`src/rtl/cache_pkg.sv`:
```
// -----------------------------------------------------------------------------
// cache_pkg
// Shared types and defaults for the write-back data cache controller.
//   cache_st_e           controller FSM state encoding
//   WORDS_PER_BLOCK_DEF  default number of words per cache line
// -----------------------------------------------------------------------------
package cache_pkg;

    typedef enum logic [2:0] {
        ST_IDLE   = 3'd0,
        ST_RD_HIT = 3'd1,
        ST_WB     = 3'd2,
        ST_FILL   = 3'd3,
        ST_MERGE  = 3'd4,
        ST_RESP   = 3'd5
    } cache_st_e;

    localparam int unsigned WORDS_PER_BLOCK_DEF = 32'd4;

endpackage : cache_pkg

```
`src/rtl/cache_beat_ctr.sv`:
```
// -----------------------------------------------------------------------------
// cache_beat_ctr
// Word-within-line counter shared by the writeback and fill phases.
// It wraps naturally because the line size is a power of two.
// Ports:
//   clk   in   clock
//   rst   in   asynchronous active-low reset
//   clr   in   force the count to 0 (start of a miss)
//   inc   in   advance one beat (memory acknowledged the current word)
//   cnt   out  current beat index
//   last  out  count is on the final word of the line
// -----------------------------------------------------------------------------
module cache_beat_ctr #(
    parameter int unsigned BEAT_W = 32'd2
) (
    input  logic              clk,
    input  logic              rst,
    input  logic              clr,
    input  logic              inc,
    output logic [BEAT_W-1:0] cnt,
    output logic              last
);

    logic [BEAT_W-1:0] cnt_q;
    logic [BEAT_W-1:0] cnt_d;

    // Next-count selection: clear wins over increment.
    always_comb begin
        cnt_d = cnt_q;
        if (clr) begin
            cnt_d = '0;
        end else if (inc) begin
            cnt_d = cnt_q + BEAT_W'(1);
        end else begin
            cnt_d = cnt_q;
        end
    end

    // Beat count register.
    always_ff @(posedge clk or negedge rst) begin
        if (!rst) begin
            cnt_q <= '0;
        end else begin
            cnt_q <= cnt_d;
        end
    end

    assign cnt  = cnt_q;
    assign last = &cnt_q;

endmodule : cache_beat_ctr

```
`src/rtl/cache_ctrl_wb.sv`:
```
// -----------------------------------------------------------------------------
// cache_ctrl_wb
// Write-back, write-allocate cache controller between the MEM stage and main
// memory. A miss writes back the dirty victim line (WB) if needed. It then
// fills the line (FILL) one word per req/ack beat. The miss finishes with
// either a read response (RESP) or a merge of the buffered store word (MERGE).
//
// Optional feature macro: CACHE_CTRL_PERF_EN builds saturating hit/miss/
// writeback counters. Without it the counter ports read constant 0.
//
// Ports:
//   clk, rst (async active-low)
//   cpu_rd, cpu_wr, hit, dirty          pipeline request and tag-array status
//   stall                               pipeline hold (combinational)
//   cache_dataReady                     one-cycle read-data-valid pulse
//   cache_we_word, cache_we_block       cache data write enables
//   tag_we, set_dirty                   tag/valid/dirty update
//   WriteData_Buffer, CacheLdFromBuffer store-data buffer control
//   beat                                word index of the current transfer
//   mem_req, mem_we, mem_ack            per-beat memory handshake
//   hit_cnt, miss_cnt, wb_cnt           performance counters
// -----------------------------------------------------------------------------
module cache_ctrl_wb
    import cache_pkg::*;
#(
    parameter  int unsigned WORDS_PER_BLOCK = WORDS_PER_BLOCK_DEF,
    parameter  int unsigned PERF_W          = 32'd32,
    localparam int unsigned BEAT_W          = $clog2(WORDS_PER_BLOCK)
) (
    input  logic              clk,
    input  logic              rst,
    input  logic              cpu_rd,
    input  logic              cpu_wr,
    input  logic              hit,
    input  logic              dirty,
    output logic              stall,
    output logic              cache_dataReady,
    output logic              cache_we_word,
    output logic              cache_we_block,
    output logic              tag_we,
    output logic              set_dirty,
    output logic              WriteData_Buffer,
    output logic              CacheLdFromBuffer,
    output logic [BEAT_W-1:0] beat,
    output logic              mem_req,
    output logic              mem_we,
    input  logic              mem_ack,
    output logic [PERF_W-1:0] hit_cnt,
    output logic [PERF_W-1:0] miss_cnt,
    output logic [PERF_W-1:0] wb_cnt
);

    cache_st_e state_q;
    cache_st_e state_d;
    logic      op_is_wr_q;
    logic      op_is_wr_d;
    logic      mem_req_q;
    logic      mem_req_d;
    logic      mem_we_q;
    logic      mem_we_d;
    logic      data_ready_q;
    logic      data_ready_d;
    logic      merge_q;
    logic      merge_d;

    logic      idle_s;
    logic      fill_s;
    logic      wb_s;
    logic      req_s;
    logic      rd_hit_s;
    logic      wr_hit_s;
    logic      miss_s;
    logic      miss_wr_s;
    logic      beat_adv_s;
    logic      beat_last_s;

    assign idle_s    = (state_q == ST_IDLE);
    assign fill_s    = (state_q == ST_FILL);
    assign wb_s      = (state_q == ST_WB);
    assign req_s     = cpu_rd | cpu_wr;
    // A load takes priority; a simultaneous store is served once the load finishes.
    assign rd_hit_s  = idle_s & cpu_rd & hit;
    assign wr_hit_s  = idle_s & ~cpu_rd & cpu_wr & hit;
    assign miss_s    = idle_s & req_s & ~hit;
    assign miss_wr_s = cpu_wr & ~cpu_rd;
    // Acks only count while a beat is actually requested.
    assign beat_adv_s = mem_req_q & mem_ack;

    cache_beat_ctr #(
        .BEAT_W (BEAT_W)
    ) u_beat_ctr (
        .clk  (clk),
        .rst  (rst),
        .clr  (miss_s),
        .inc  (beat_adv_s),
        .cnt  (beat),
        .last (beat_last_s)
    );

    // Next-state and miss-type capture.
    always_comb begin
        state_d    = state_q;
        op_is_wr_d = op_is_wr_q;
        case (state_q)
            ST_IDLE: begin
                if (rd_hit_s) begin
                    state_d = ST_RD_HIT;
                end else if (miss_s) begin
                    op_is_wr_d = miss_wr_s;
                    state_d    = dirty ? ST_WB : ST_FILL;
                end else begin
                    state_d = ST_IDLE;
                end
            end
            ST_RD_HIT: begin
                state_d = ST_IDLE;
            end
            ST_WB: begin
                if (beat_adv_s && beat_last_s) begin
                    state_d = ST_FILL;
                end else begin
                    state_d = ST_WB;
                end
            end
            ST_FILL: begin
                if (beat_adv_s && beat_last_s) begin
                    state_d = op_is_wr_q ? ST_MERGE : ST_RESP;
                end else begin
                    state_d = ST_FILL;
                end
            end
            ST_MERGE: begin
                state_d = ST_IDLE;
            end
            ST_RESP: begin
                state_d = ST_IDLE;
            end
            default: begin
                state_d = ST_IDLE;
            end
        endcase
    end

    // Moore outputs are decoded from the next state so they are registered.
    always_comb begin
        mem_req_d    = 1'b0;
        mem_we_d     = 1'b0;
        data_ready_d = 1'b0;
        merge_d      = 1'b0;
        case (state_d)
            ST_WB: begin
                mem_req_d = 1'b1;
                mem_we_d  = 1'b1;
            end
            ST_FILL: begin
                mem_req_d = 1'b1;
            end
            ST_RD_HIT: begin
                data_ready_d = 1'b1;
            end
            ST_RESP: begin
                data_ready_d = 1'b1;
            end
            ST_MERGE: begin
                merge_d = 1'b1;
            end
            default: begin
                mem_req_d = 1'b0;
            end
        endcase
    end

    // Controller FSM state, latched miss type and registered Moore outputs.
    always_ff @(posedge clk or negedge rst) begin
        if (!rst) begin
            state_q      <= ST_IDLE;
            op_is_wr_q   <= 1'b0;
            mem_req_q    <= 1'b0;
            mem_we_q     <= 1'b0;
            data_ready_q <= 1'b0;
            merge_q      <= 1'b0;
        end else begin
            state_q      <= state_d;
            op_is_wr_q   <= op_is_wr_d;
            mem_req_q    <= mem_req_d;
            mem_we_q     <= mem_we_d;
            data_ready_q <= data_ready_d;
            merge_q      <= merge_d;
        end
    end

    // Request-decoded outputs are qualified by rst so every output is 0 while
    // reset is asserted, even if the pipeline keeps a request high.
    assign stall             = rst & (~idle_s | (req_s & ~hit & idle_s) | (cpu_rd & idle_s));
    assign cache_we_word     = merge_q | (rst & wr_hit_s);
    assign set_dirty         = merge_q | (rst & wr_hit_s);
    assign WriteData_Buffer  = rst & miss_s & miss_wr_s;
    assign CacheLdFromBuffer = merge_q;
    assign cache_dataReady   = data_ready_q;
    assign mem_req           = mem_req_q;
    assign mem_we            = mem_we_q;
    assign cache_we_block    = fill_s & beat_adv_s;
    assign tag_we            = fill_s & beat_adv_s & beat_last_s;

`ifdef CACHE_CTRL_PERF_EN
    logic              hit_ev_s;
    logic              wb_ev_s;
    logic [PERF_W-1:0] hit_cnt_q;
    logic [PERF_W-1:0] hit_cnt_d;
    logic [PERF_W-1:0] miss_cnt_q;
    logic [PERF_W-1:0] miss_cnt_d;
    logic [PERF_W-1:0] wb_cnt_q;
    logic [PERF_W-1:0] wb_cnt_d;

    assign hit_ev_s = rd_hit_s | wr_hit_s;
    assign wb_ev_s  = miss_s & dirty;
    // The victim line is only written back on the transition into WB.
    logic unused_wb_s;
    assign unused_wb_s = wb_s;

    // Saturating counter updates.
    always_comb begin
        hit_cnt_d  = hit_cnt_q;
        miss_cnt_d = miss_cnt_q;
        wb_cnt_d   = wb_cnt_q;
        if (hit_ev_s && (hit_cnt_q != {PERF_W{1'b1}})) begin
            hit_cnt_d = hit_cnt_q + PERF_W'(1);
        end else begin
            hit_cnt_d = hit_cnt_q;
        end
        if (miss_s && (miss_cnt_q != {PERF_W{1'b1}})) begin
            miss_cnt_d = miss_cnt_q + PERF_W'(1);
        end else begin
            miss_cnt_d = miss_cnt_q;
        end
        if (wb_ev_s && (wb_cnt_q != {PERF_W{1'b1}})) begin
            wb_cnt_d = wb_cnt_q + PERF_W'(1);
        end else begin
            wb_cnt_d = wb_cnt_q;
        end
    end

    // Performance counter registers.
    always_ff @(posedge clk or negedge rst) begin
        if (!rst) begin
            hit_cnt_q  <= '0;
            miss_cnt_q <= '0;
            wb_cnt_q   <= '0;
        end else begin
            hit_cnt_q  <= hit_cnt_d;
            miss_cnt_q <= miss_cnt_d;
            wb_cnt_q   <= wb_cnt_d;
        end
    end

    assign hit_cnt  = hit_cnt_q;
    assign miss_cnt = miss_cnt_q;
    assign wb_cnt   = wb_cnt_q;
`else
    logic unused_wb_s;
    assign unused_wb_s = wb_s;
    assign hit_cnt  = '0;
    assign miss_cnt = '0;
    assign wb_cnt   = '0;
`endif

endmodule : cache_ctrl_wb

```
`config.mk`:
```
export PLATFORM = sky130hd
export DESIGN_NAME = cache_ctrl_wb
export DESIGN_NICKNAME = d
export VERILOG_FILES = /design/src/rtl/cache_pkg.sv /design/src/rtl/cache_beat_ctr.sv /design/src/rtl/cache_ctrl_wb.sv
export SDC_FILE = /design/constraint.sdc
export NUM_CORES = 1
export LEC_CHECK = 0
export BUFFER_PORTS_ARGS = -buffer_cell sky130_fd_sc_hd__buf_2
export CAP_MARGIN = 20
export CORE_MARGIN = 2
export CORE_UTILIZATION = 40
export DETAILED_ROUTE_END_ITERATION = 8
export PLACE_DENSITY = 0.86
export SYNTH_ARGS = -nofsm -noshare
export SYNTH_HDL_FRONTEND = slang
export SYNTH_SLANG_ARGS = --single-unit
```
`constraint.sdc`:
```
create_clock -name clk -period 2.7 [get_ports clk]
set_input_delay 0.54 -clock clk [delete_from_list [all_inputs] [get_ports clk]]
set_output_delay 0.54 -clock clk [all_outputs]
set_load 0.1 [all_outputs]
```
== Word-level counts from Yosys, hierarchy flattened ==
Index checks and enable logic that the tools add are counted.

* Input bits: 7
* Logic and storage cells: 60
* Register bits after elaboration: 10
* Output and inout bits: 108

* Reductions and logical operators: 7
* Equal/unequal tests: 7
* Bitwise operators: 25
* Add/subtract/negate cells: 1
* Muxes and demuxes: 13

{| class="wikitable"
|+ Operator list
! operator !! count
|-
| $and 1x1->1 || 17
|-
| $eq 3x2->1 const B || 4
|-
| $pmux 3 s3 || 1
|-
| $mux 2 || 4
|-
| $mux 1 || 7
|-
| $eq 3x3->1 const B || 2
|-
| $not 1->1 || 4
|-
| $or 1x1->1 || 4
|-
| $reduce_or 2->1 || 2
|-
| $eq 3x1->1 const B || 1
|-
| $logic_not 3->1 || 1
|-
| $mux 3 || 1
|-
| $reduce_and 3->1 || 1
|-
| $add 2x1->2 const B || 1
|-
| $reduce_and 2->1 || 1
|-
| $reduce_bool 2->1 || 1
|-
| $logic_and 1x1->1 || 1
|}

== Logic depth before layout (Yosys ltp) ==
Gate-level depths: netlist of the first run.

* Word-level depth: 9
* Gate-level depth with buffers: 4
* Depth with buffers taken out: 4

== By module ==
Synthesis of the first run repeated with hierarchy kept, for this count alone.

* Cells, all modules: 146
* Area, all modules: 1226.2 sq um

{| class="wikitable"
|+ By module, submodules not included
! module !! area an instance (sq um) !! cells an instance !! sequential area each (sq um) !! times used
|-
| cache_ctrl_wb || 1137.3 || 139 || 200.2 || 1
|-
| cache_beat_ctr || 88.8 || 7 || 50.0 || 1
|}

== Least setup slack after synthesis of the first run ==
No wires, ideal clock.

* Path type: input -> output
* Start point: in hit
* End point: out stall
* Setup slack: -0.690 ns
* Path buffers: 0
* Cell stages on the path: 2
* Data required time: 2.160 ns
* Arrival time: 2.850 ns
* Path through: nand2b_1 > a21boi_0

* Longest elaborated chain between the ends: 6

{| class="wikitable"
|+ RTL lines
! element !! RTL line !! text
|-
| start, declared || cache_ctrl_wb.sv:34 || <nowiki>input logic hit,</nowiki>
|-
| $not 1->1 || cache_ctrl_wb.sv:194 || <nowiki>assign stall = rst & (~idle_s | (req_s & ~hit & idle_s) | (cpu_rd & idle_s));</nowiki>
|-
| $and 1x1->1 (2 in a row) || cache_ctrl_wb.sv:194 ||
|-
| $or 1x1->1 (2 in a row) || cache_ctrl_wb.sv:194 ||
|-
| $and 1x1->1 || cache_ctrl_wb.sv:194 ||
|-
| end, declared || cache_ctrl_wb.sv:36 || <nowiki>output logic stall,</nowiki>
|}

No other way between the ends.

== Worst setup path in the final report of the first run ==
* Start point: reg state_q[0]
* End point: out set_dirty

* Longest elaborated chain between the ends: 6

{| class="wikitable"
|+ RTL lines
! element !! RTL line !! text
|-
| start, declared || cache_ctrl_wb.sv:53 || <nowiki>cache_st_e state_q;</nowiki>
|-
| start signal, assigned || cache_ctrl_wb.sv:183 || <nowiki>state_q <= state_d;</nowiki>
|-
| $logic_not 3->1 || cache_ctrl_wb.sv:77 || <nowiki>assign idle_s = (state_q == ST_IDLE);</nowiki>
|-
| $and 1x1->1 (3 in a row) || cache_ctrl_wb.sv:83 || <nowiki>assign wr_hit_s = idle_s & ~cpu_rd & cpu_wr & hit;</nowiki>
|-
| $and 1x1->1 || cache_ctrl_wb.sv:196 || <nowiki>assign set_dirty = merge_q | (rst & wr_hit_s);</nowiki>
|-
| $or 1x1->1 || cache_ctrl_wb.sv:196 ||
|-
| end, declared || cache_ctrl_wb.sv:41 || <nowiki>output logic set_dirty,</nowiki>
|}

No other way between the ends.

==> out/qor.csv, run 1 <==
stage,metric,value,unit
synthesis,Yosys warnings,0,
final_layout,Syn-to-layout area delta,-15.5,%
synthesis,"EDFF count, synth",0,
global_routing,GRT Overall Usage,0.0730,
clock_network,deepest clock path buffer count,2,
worst_setup_path,critical path type,register to output port,
final_layout,ANT cells,0,
global_routing,global-route wire length before repair,1.94,mm
synthesis,synthesized area,1240,um^2
floorplan,Initial Utilization,0.412,
clock_network,CTS tree,done,
placed_design,pre-CTS WS,0.454,ns
clock_network,Resized cells post-CTS,0,
clock_network,Worst-Skew Late Latency,0.26,ns
clock_network,Post-CTS Setup Bufs,0,
timing,final setup TNS,0,ns
status,status,"finished, final reports clean",
synthesis,ranking of synthesized cells by area,"buf_4, dfrtp_1, nor2_1",
synthesis,register area share after synthesis,0.202,
timing,fin crit share,0.893,
global_routing,initial antenna violation count,0,
synthesis,ys async rst share,1.00,
routing,DRT antenna net count,0,
clock_network,CTS clock-pin slew for the worst setup and hold paths,0.06,ns
global_routing,grt total ovfl,0,
global_routing,largest net degree at the start of global routing,14,
clock_network,H-tree Lvls,1,
power_and_ir_drop,Peak VDD IR,404,uV
timing,minimum clock period after layout,2.41,ns
final_layout,Layout Cells excl Fill,199,
routing,final wirelength,1.49,mm
synthesis,Yosys top cell area share,0.589,
flow_run,Max-cap violations,0,
timing,fin. max-slew vios,0,
routing,DR WL/cell,7.49,um
floorplan,total die area,3550,um^2
floorplan,io pins,115,
worst_setup_path,crit path capture type,output port,
final_layout,layout cells sized above 1,0.175,
min_path,Hold Path Class,input pin to async pin,
timing,fmax,415,MHz
timing,worst hold slack,0.148,ns
power_and_ir_drop,Pwr Total,0.00153,W
synthesis,Syn Area/Cell,8.47,um^2
placed_design,dpl cells,195,
synthesis,most frequent cell after synthesis,buf_4,
placed_design,Port Buffer Count,18,
clock_network,number of clock sinks,10,
synthesis,Seq cells post-synth,10,
routing,drt pass-1 iters,2,
routing,DRC viols,0,
placed_design,GPL Wtd Cong,0.673,
floorplan,row cnt,20,
global_routing,vias in the first global route,464,
synthesis,ys flop type,dfrtp_1,
power_and_ir_drop,PwrDens,1460,nW/um^2
timing,Setup Viol. Count Final,0,
worst_setup_path,Arrival @ worst endpoint,1.87,ns
clock_network,TritonCTS Buffers,3,
floorplan,Die X,59.6,um
floorplan,core area,3000,um^2
worst_setup_path,crit start category,register,
routing,Vias,707,
synthesis,Yosys top cell by area,buf_4,
timing,Setup WS post-layout,0.288,ns
timing,Final Hold Violating Endpoints,0,
routing,number of vias per cell,3.55,
clock_network,CTS root buf,clkbuf_4,
power_and_ir_drop,Leak,0.644,nW
timing,RSZ-0062 raised after global routing,no,
routing,Iter 0 DRT Violations,12,
worst_setup_path,Critical Path RT,2.16,ns
final_layout,post-layout net count,175,
timing,Clock Skews,0.000778,ns
worst_setup_path,crit-path max FO,7,
placed_design,DP HPWL,1.36,mm
synthesis,most frequent cells after synthesis,"buf_4, dfrtp_1, nor2_1",
floorplan,Die Span Y,59.6,um
clock_network,post-cts hold buffer count,0,
synthesis,Post-Syn Instances,146,
synthesis,Cell variety after synth,24,
[area by class of cell]
class	count	area, um^2
clock buffer	4	36.3
fill	328	1960
sequential	10	250
timing repair buffer	18	90.1
tap	33	41.3
multi-input combinational	134	627
[state kept, by name, summed over array words and instances, names as in the netlist]
name	flops
mem_we	1
op_is_wr_q	1
state_q	3
CacheLdFromBuffer	1
mem_req	1
u_beat_ctr.cnt	2
cache_dataReady	1
[layout by cell type (no fill, tap or decap), drive strengths merged]
| cell | n |
|---|---|
| nor4b | 2 |
| nand3b | 1 |
| dfrtp | 10 |
| nand2 | 3 |
| clkbuf | 4 |
| nor2 | 7 |
| and4 | 2 |
| buf | 18 |
| or4 | 1 |
| a21oi | 3 |
| xor2 | 1 |
| nor3 | 2 |
| a41o | 1 |
| a21boi | 1 |
| conb | 96 |
| ha | 1 |
| nand3 | 3 |
| nor4 | 2 |
| o22ai | 3 |
| or3 | 2 |
| nand2b | 2 |
| o21ba | 1 |
[cell families (layout without fill, tap and decap cells)]
| logic type | count (synthesis) | in the layout | synth area share |
|---|---|---|---|
| compound gates | 9 | 9 | 0.0547 |
| xor+xnor | 1 | 1 | 0.00709 |
| fa+ha+maj | 1 | 1 | 0.0101 |
| buf+inv | 97 | 22 | 0.589 |
| flops | 10 | 10 | 0.202 |
| other cells | 1 | 96 | 0.00303 |
| simple gates | 27 | 27 | 0.134 |
[layer usage]
metal  vias up  track usage  share of wire  wire (um)
met5         -            0              0          0
met4         0       0.0476          0.011         17
met3         4       0.0131           0.10        155
met2        57        0.143           0.58        867
met1       323       0.0669           0.30        449
li1        323            -              -          -
[power breakdown]
part | total [W] | switching (W) | internal [W]
clock network | 0.000127 | 0.0000454 | 0.0000816
registers | 0.000259 | 0.0000510 | 0.000208
logic | 0.00114 | 0.00103 | 0.000118
[through the flow]
step,util,instance area [um^2]
floorplan,-,1610
global placement,0.336,1010
detailed placement,0.336,1010
CTS,0.348,1040
global route,0.348,1040
finish,0.348,1040
[worst paths after layout]
kind	cells past startpoint	startpoint	to	slack, ns
max	3	state_q[0]$_DFF_PN0_	set_dirty	0.29
min	1	rst	u_beat_ctr.cnt[0]$_DFFE_PN0P_	0.15
max reg2reg	3	state_q[0]$_DFF_PN0_	mem_we$_DFF_PN0_	1.15
min reg2reg	2	op_is_wr_q$_DFFE_PN0P_	op_is_wr_q$_DFFE_PN0P_	0.54
max in group asynchronous	1	rst	mem_we$_DFF_PN0_	2.34
min in group clk	2	cpu_rd	op_is_wr_q$_DFFE_PN0P_	0.50
[critical path, cell delays in order, from the launching register on]
cell     delay [ns]
dfrtp_1        0.44
nor4_1         0.47
a41o_1         0.26
buf_2          0.44
Power figures use the tool's default switching activity.
==> run 2, diff against run 1 <==
Settings changed: CORE_ASPECT_RATIO set to 1.25.
==> out/qor.csv, run 2 (synthesis results as in run 1) <==
stage,metric,value,unit,change
global_routing,GRT Overall Usage,0.0841,,+0.0112
clock_network,CTS tree,done,,
global_routing,largest net degree at the start of global routing,14,,unchanged
routing,DRC viols,0,,unchanged
floorplan,Die X,53.7,um,-9.9%
placed_design,Port Buffer Count,18,,unchanged
timing,Final Hold Violating Endpoints,0,,unchanged
final_layout,final core utilization,0.356,,+0.00807
clock_network,post-cts hold buffer count,0,,unchanged
clock_network,Post-CTS Setup Bufs,0,,unchanged
floorplan,row cnt,22,,+10%
flow_run,Max-cap violations,0,,unchanged
power_and_ir_drop,Peak VDD IR,446,uV,+10%
final_layout,ANT cells,0,,unchanged
worst_setup_path,"Largest stage delay, worst path",0.47,ns,about the same
power_and_ir_drop,Leak,0.644,nW,unchanged
final_layout,Largest register FFs,3,,unchanged
routing,number of vias per cell,3.48,,-2.0%
global_routing,grt total ovfl,0,,unchanged
floorplan,Die Span Y,66.2,um,+11%
clock_network,CTS clock-pin slew for the worst setup and hold paths,0.06,ns,about the same
timing,fin. max-slew vios,0,,unchanged
worst_setup_path,Critical Path RT,2.16,ns,about the same
placed_design,DP HPWL,1.41,mm,+3.5%
power_and_ir_drop,PwrDens,1460,nW/um^2,about the same
worst_setup_path,crit path cell chain,"nor4_1, nand3_1, nor2_2, buf_2",,
timing,RSZ-0062 raised after global routing,no,,
clock_network,TritonCTS Buffers,3,,unchanged
global_routing,global-route wire length before repair,2.08,mm,+7.5%
clock_network,H-tree Lvls,1,,unchanged
final_layout,Syn-to-layout area delta,-15.2,%,
clock_network,deepest clock path buffer count,2,,unchanged
worst_setup_path,Arrival @ worst endpoint,1.85,ns,-0.02 ns
timing,fmax,418,MHz,+0.78%
worst_setup_path,crit start category,register,,
min_path,Hold Path Class,input pin to async pin,,
worst_setup_path,crit-path max FO,7,,unchanged
routing,final wirelength,1.59,mm,+6.8%
clock_network,Resized cells post-CTS,0,,unchanged
clock_network,number of clock sinks,10,,unchanged
clock_network,Worst-Skew Late Latency,0.26,ns,about the same
worst_setup_path,CP bufs+invs,1,,unchanged
timing,Setup Viol. Count Final,0,,unchanged
floorplan,io pins,115,,unchanged
worst_setup_path,critical path's top delay family,simple AND/OR/NAND/NOR gates,,
routing,Iter 0 DRT Violations,0,,-12
global_routing,vias in the first global route,497,,+7.1%
routing,DR WL/cell,7.88,um,+5.2%
timing,fin crit share,0.886,,-0.00694
routing,drt pass-1 iters,1,,-1
global_routing,initial antenna violation count,0,,unchanged
placed_design,GPL Wtd Cong,0.690,,+2.5%
floorplan,total die area,3550,um^2,about the same
floorplan,Initial Utilization,0.420,,+0.00804
worst_setup_path,critical path type,register to output port,,
placed_design,Area after DPL,1010,um^2,+0.37%
final_layout,post-route cell area,1050,um^2,+0.36%
clock_network,CTS root buf,clkbuf_4,,
worst_setup_path,CP max-delay cell,nor4_1,,
final_layout,Largest Register,state_q,,
timing,final setup TNS,0,ns,unchanged
timing,minimum clock period after layout,2.39,ns,-0.0187 ns
timing,Clock Skews,0.00308,ns,+0.00230 ns
final_layout,most frequent cells in the layout,"conb_1, buf_2, dfrtp_1, nor2_1",,
final_layout,"most common cell after layout, fill and taps aside",conb_1,,
status,status,"finished, final reports clean",,
final_layout,layout cells sized above 1,0.175,,unchanged
worst_setup_path,crit path capture type,output port,,
routing,Vias,703,,-0.57%
floorplan,core area,2950,um^2,-1.9%
final_layout,Fillers,316,,-3.7%
final_layout,post-layout net count,175,,unchanged
routing,DRT antenna net count,0,,unchanged
[run 2: power breakdown]
group	internal (W)	total [W]	switching (W)	leakage, nW
Sequential	0.000209	0.000261	0.0000522	0.123
Clock	0.0000817	0.000129	0.0000475	0.0210
Combinational	0.000117	0.00115	0.00103	0.501
Total	0.000408	0.00154	0.00113	0.644
[run 2: metrics by stage]
stage | cells | power (W) | hold WS [ns] | worst slack, ns
finish | 202 | 0.00154 | 0.140 | 0.307
global route | 202 | 0.00161 | 0.133 | 0.147
CTS | 202 | 0.00154 | 0.137 | 0.294
detailed placement | 198 | 0.00141 | 0.427 | 0.466
global placement | 198 | 0.00140 | 0.421 | 0.518
floorplan | 241 | 0.00142 | 0.244 | 0.0215
[run 2: area by class of cell]
cell class                 instances  area, um^2  area share
multi-input combinational        134         627       0.598
sequential                        10         250       0.239
clock buffer                       4        36.3      0.0346
tap                               36        45.0      0.0430
timing repair buffer              18        90.1      0.0859
[run 2: metal layers]
| layer | global-route usage | vias to the layer above | wire (um) |
|---|---|---|---|
| met5 | 0 | - | 0 |
| met4 | 0.0673 | 0 | 16 |
| met3 | 0.0271 | 2 | 198 |
| met2 | 0.143 | 60 | 916 |
| met1 | 0.0788 | 318 | 461 |
| li1 | - | 323 | - |
[run 2: worst paths after layout]
kind | startpoint | cells after the start | endpoint | slack [ns]
min | rst | 1 | u_beat_ctr.cnt[1]$_DFFE_PN0P_ | 0.14
min in group clk | cpu_rd | 2 | op_is_wr_q$_DFFE_PN0P_ | 0.51
max in group asynchronous | rst | 1 | CacheLdFromBuffer$_DFF_PN0_ | 2.35
min reg2reg | u_beat_ctr.cnt[1]$_DFFE_PN0P_ | 2 | u_beat_ctr.cnt[1]$_DFFE_PN0P_ | 0.55
max reg2reg | state_q[0]$_DFF_PN0_ | 3 | mem_we$_DFF_PN0_ | 1.15
max | state_q[0]$_DFF_PN0_ | 4 | WriteData_Buffer | 0.31
==> run 3, diff against run 2 <==
Settings changed: CORE_MARGIN 2 to unset.
==> out/qor.csv, run 3 (synthesis results as in run 1) <==
stage,metric,value,unit,change
worst_setup_path,Arrival @ worst endpoint,1.85,ns,about the same
flow_run,Max-cap violations,0,,unchanged
timing,fin. max-slew vios,0,,unchanged
final_layout,Syn-to-layout area delta,-16.3,%,
clock_network,Resized cells post-CTS,0,,unchanged
routing,drt pass-1 iters,3,,+2
clock_network,CTS tree,done,,
floorplan,Initial Utilization,0.420,,unchanged
clock_network,CTS clock-pin slew for the worst setup and hold paths,0.06,ns,about the same
global_routing,vias in the first global route,472,,-5.0%
global_routing,global route hottest layer,met2,,
global_routing,largest net degree at the start of global routing,14,,unchanged
worst_setup_path,crit path cell chain,"nor4_1, a41o_1, buf_2",,
clock_network,H-tree Lvls,1,,unchanged
final_layout,Layout Cells excl Fill,201,,-0.50%
floorplan,total die area,3320,um^2,-6.6%
timing,fmax,419,MHz,+0.27%
routing,DRT antenna net count,0,,unchanged
status,status,"finished, final reports clean",,
timing,Final Hold Violating Endpoints,0,,unchanged
power_and_ir_drop,Peak VDD IR,489,uV,+9.8%
final_layout,ANT cells,0,,unchanged
floorplan,row cnt,22,,unchanged
worst_setup_path,crit start category,register,,
worst_setup_path,R2R Path Start,state_q[0]$_DFF_PN0_,,
worst_setup_path,CP max-delay cell,nor4_1,,
timing,final setup TNS,0,ns,unchanged
clock_network,CTS root buf,clkbuf_4,,
timing,worst slew pin tran,0.496,ns,
clock_network,deepest clock path buffer count,2,,unchanged
timing,minimum clock period after layout,2.39,ns,-0.00642 ns
timing,fin crit share,0.884,,-0.00238
timing,Slew headroom,0.667,,
clock_network,Post-CTS Setup Bufs,0,,unchanged
worst_setup_path,crit path capture type,output port,,
floorplan,Die X,51.7,um,-3.7%
timing,Clock Skews,0.000632,ns,-0.00244 ns
worst_setup_path,Critical Path RT,2.16,ns,about the same
clock_network,TritonCTS Buffers,3,,unchanged
worst_setup_path,crit path from,state_q[0]$_DFF_PN0_,,
final_layout,post-layout net count,175,,unchanged
global_routing,met2 usage,0.161,,+0.0174
floorplan,io pins,115,,unchanged
clock_network,number of clock sinks,10,,unchanged
worst_setup_path,crit-path max FO,7,,unchanged
clock_network,post-cts hold buffer count,0,,unchanged
final_layout,Largest register FFs,3,,unchanged
routing,DR WL/cell,7.24,um,-8.1%
placed_design,Port Buffer Count,18,,unchanged
timing,Setup Viol. Count Final,0,,unchanged
floorplan,Die Span Y,64.2,um,-3.0%
timing,RSZ-0062 raised after global routing,no,,
final_layout,"most common cell after layout, fill and taps aside",conb_1,,
power_and_ir_drop,Leak,0.637,nW,-1.1%
routing,DRC viols,0,,unchanged
routing,final wirelength,1.46,mm,-8.5%
global_routing,global-route wire length before repair,2.06,mm,-0.96%
routing,number of vias per cell,3.55,,+2.1%
global_routing,met1 Track Usage GR,0.0730,,-0.00577
placed_design,GPL Wtd Cong,0.688,,-0.19%
placed_design,dpl cells,198,,unchanged
global_routing,grt total ovfl,0,,unchanged
global_routing,met3 Use GR,0.0262,,-0.000959
placed_design,Area after DPL,1010,um^2,unchanged
global_routing,GRT Overall Usage,0.0859,,+0.00181
power_and_ir_drop,Pwr Total,0.00150,W,-2.0%
power_and_ir_drop,PwrDens,1450,nW/um^2,-0.72%
placed_design,DP HPWL,1.30,mm,-7.9%
final_layout,post-route cell area,1030,um^2,-1.3%
clock_network,Worst-Skew Late Latency,0.26,ns,about the same
timing,worst hold slack,0.141,ns,+0.00184 ns
worst_setup_path,"Largest stage delay, worst path",0.48,ns,about the same
final_layout,layout cells sized above 1,0.170,,-0.00500
final_layout,flip-flop and latch area,250,um^2,unchanged
floorplan,core area,2950,um^2,unchanged
final_layout,area of the multi-input gates,627,um^2,unchanged
final_layout,most frequent cells in the layout,"conb_1, buf_2, dfrtp_1, nor2_1",,
min_path,Hold Path Class,input pin to async pin,,
final_layout,Fillers,297,,-6.0%
worst_setup_path,critical path type,register to output port,,
global_routing,initial antenna violation count,0,,unchanged
routing,Iter 0 DRT Violations,3,,+3
routing,Vias,714,,+1.6%
final_layout,Largest Register,state_q,,
-- run 3: cell types whose count changed in the layout (fill, tap and decap cells not counted) --
| cell | previous run | this run |
|---|---|---|
| clkbuf_8 | 1 | 0 |
-- run 3: where the power goes --
group	internal [W]	total, W	switching [W]
Combinational	0.000118	0.00115	0.00103
Sequential	0.000209	0.000261	0.0000525
Clock	0.0000511	0.0000959	0.0000447
-- run 3: path summary, 6_finish.rpt --
path	end	slack (ns)	depth (start not counted)
max	set_dirty	0.31	3
min	u_beat_ctr.cnt[1]$_DFFE_PN0P_	0.14	1
max reg2reg	mem_we$_DFF_PN0_	1.10	3
min reg2reg	u_beat_ctr.cnt[1]$_DFFE_PN0P_	0.55	2
max in group asynchronous	CacheLdFromBuffer$_DFF_PN0_	2.35	1
min in group clk	op_is_wr_q$_DFFE_PN0P_	0.50	2
-- run 3: layout make-up --
| type | instances | area share |
|---|---|---|
| repair buffers | 18 | 0.0871 |
| clock buffers | 3 | 0.0218 |
| well taps | 36 | 0.0435 |
| flip-flops and latches | 10 | 0.242 |
| multi-input cells | 134 | 0.606 |
-- run 3: stage by stage --
step / setup slack (ns) / util
after floorplan: 0.0215 / -
after global placement: 0.527 / 0.344
after detailed placement: 0.480 / 0.344
after CTS: 0.322 / 0.351
after global routing: 0.176 / 0.351
final: 0.313 / 0.351
-- run 3: layer usage --
layer,vias to the layer above,share of wire
met2,62,0.59
met5,-,0
met3,4,0.11
met4,0,0.023
li1,325,-
met1,323,0.27
-- run 3: worst max-delay path, delay by kind of cell, from the launching register on --
| family | cells | cell delay, ns |
|---|---|---|
| AO/OA/AOI/OAI | 1 | 0.25 |
| flip-flops | 1 | 0.43 |
| buffers and inverters | 1 | 0.42 |
| AND/OR/NAND/NOR | 1 | 0.48 |
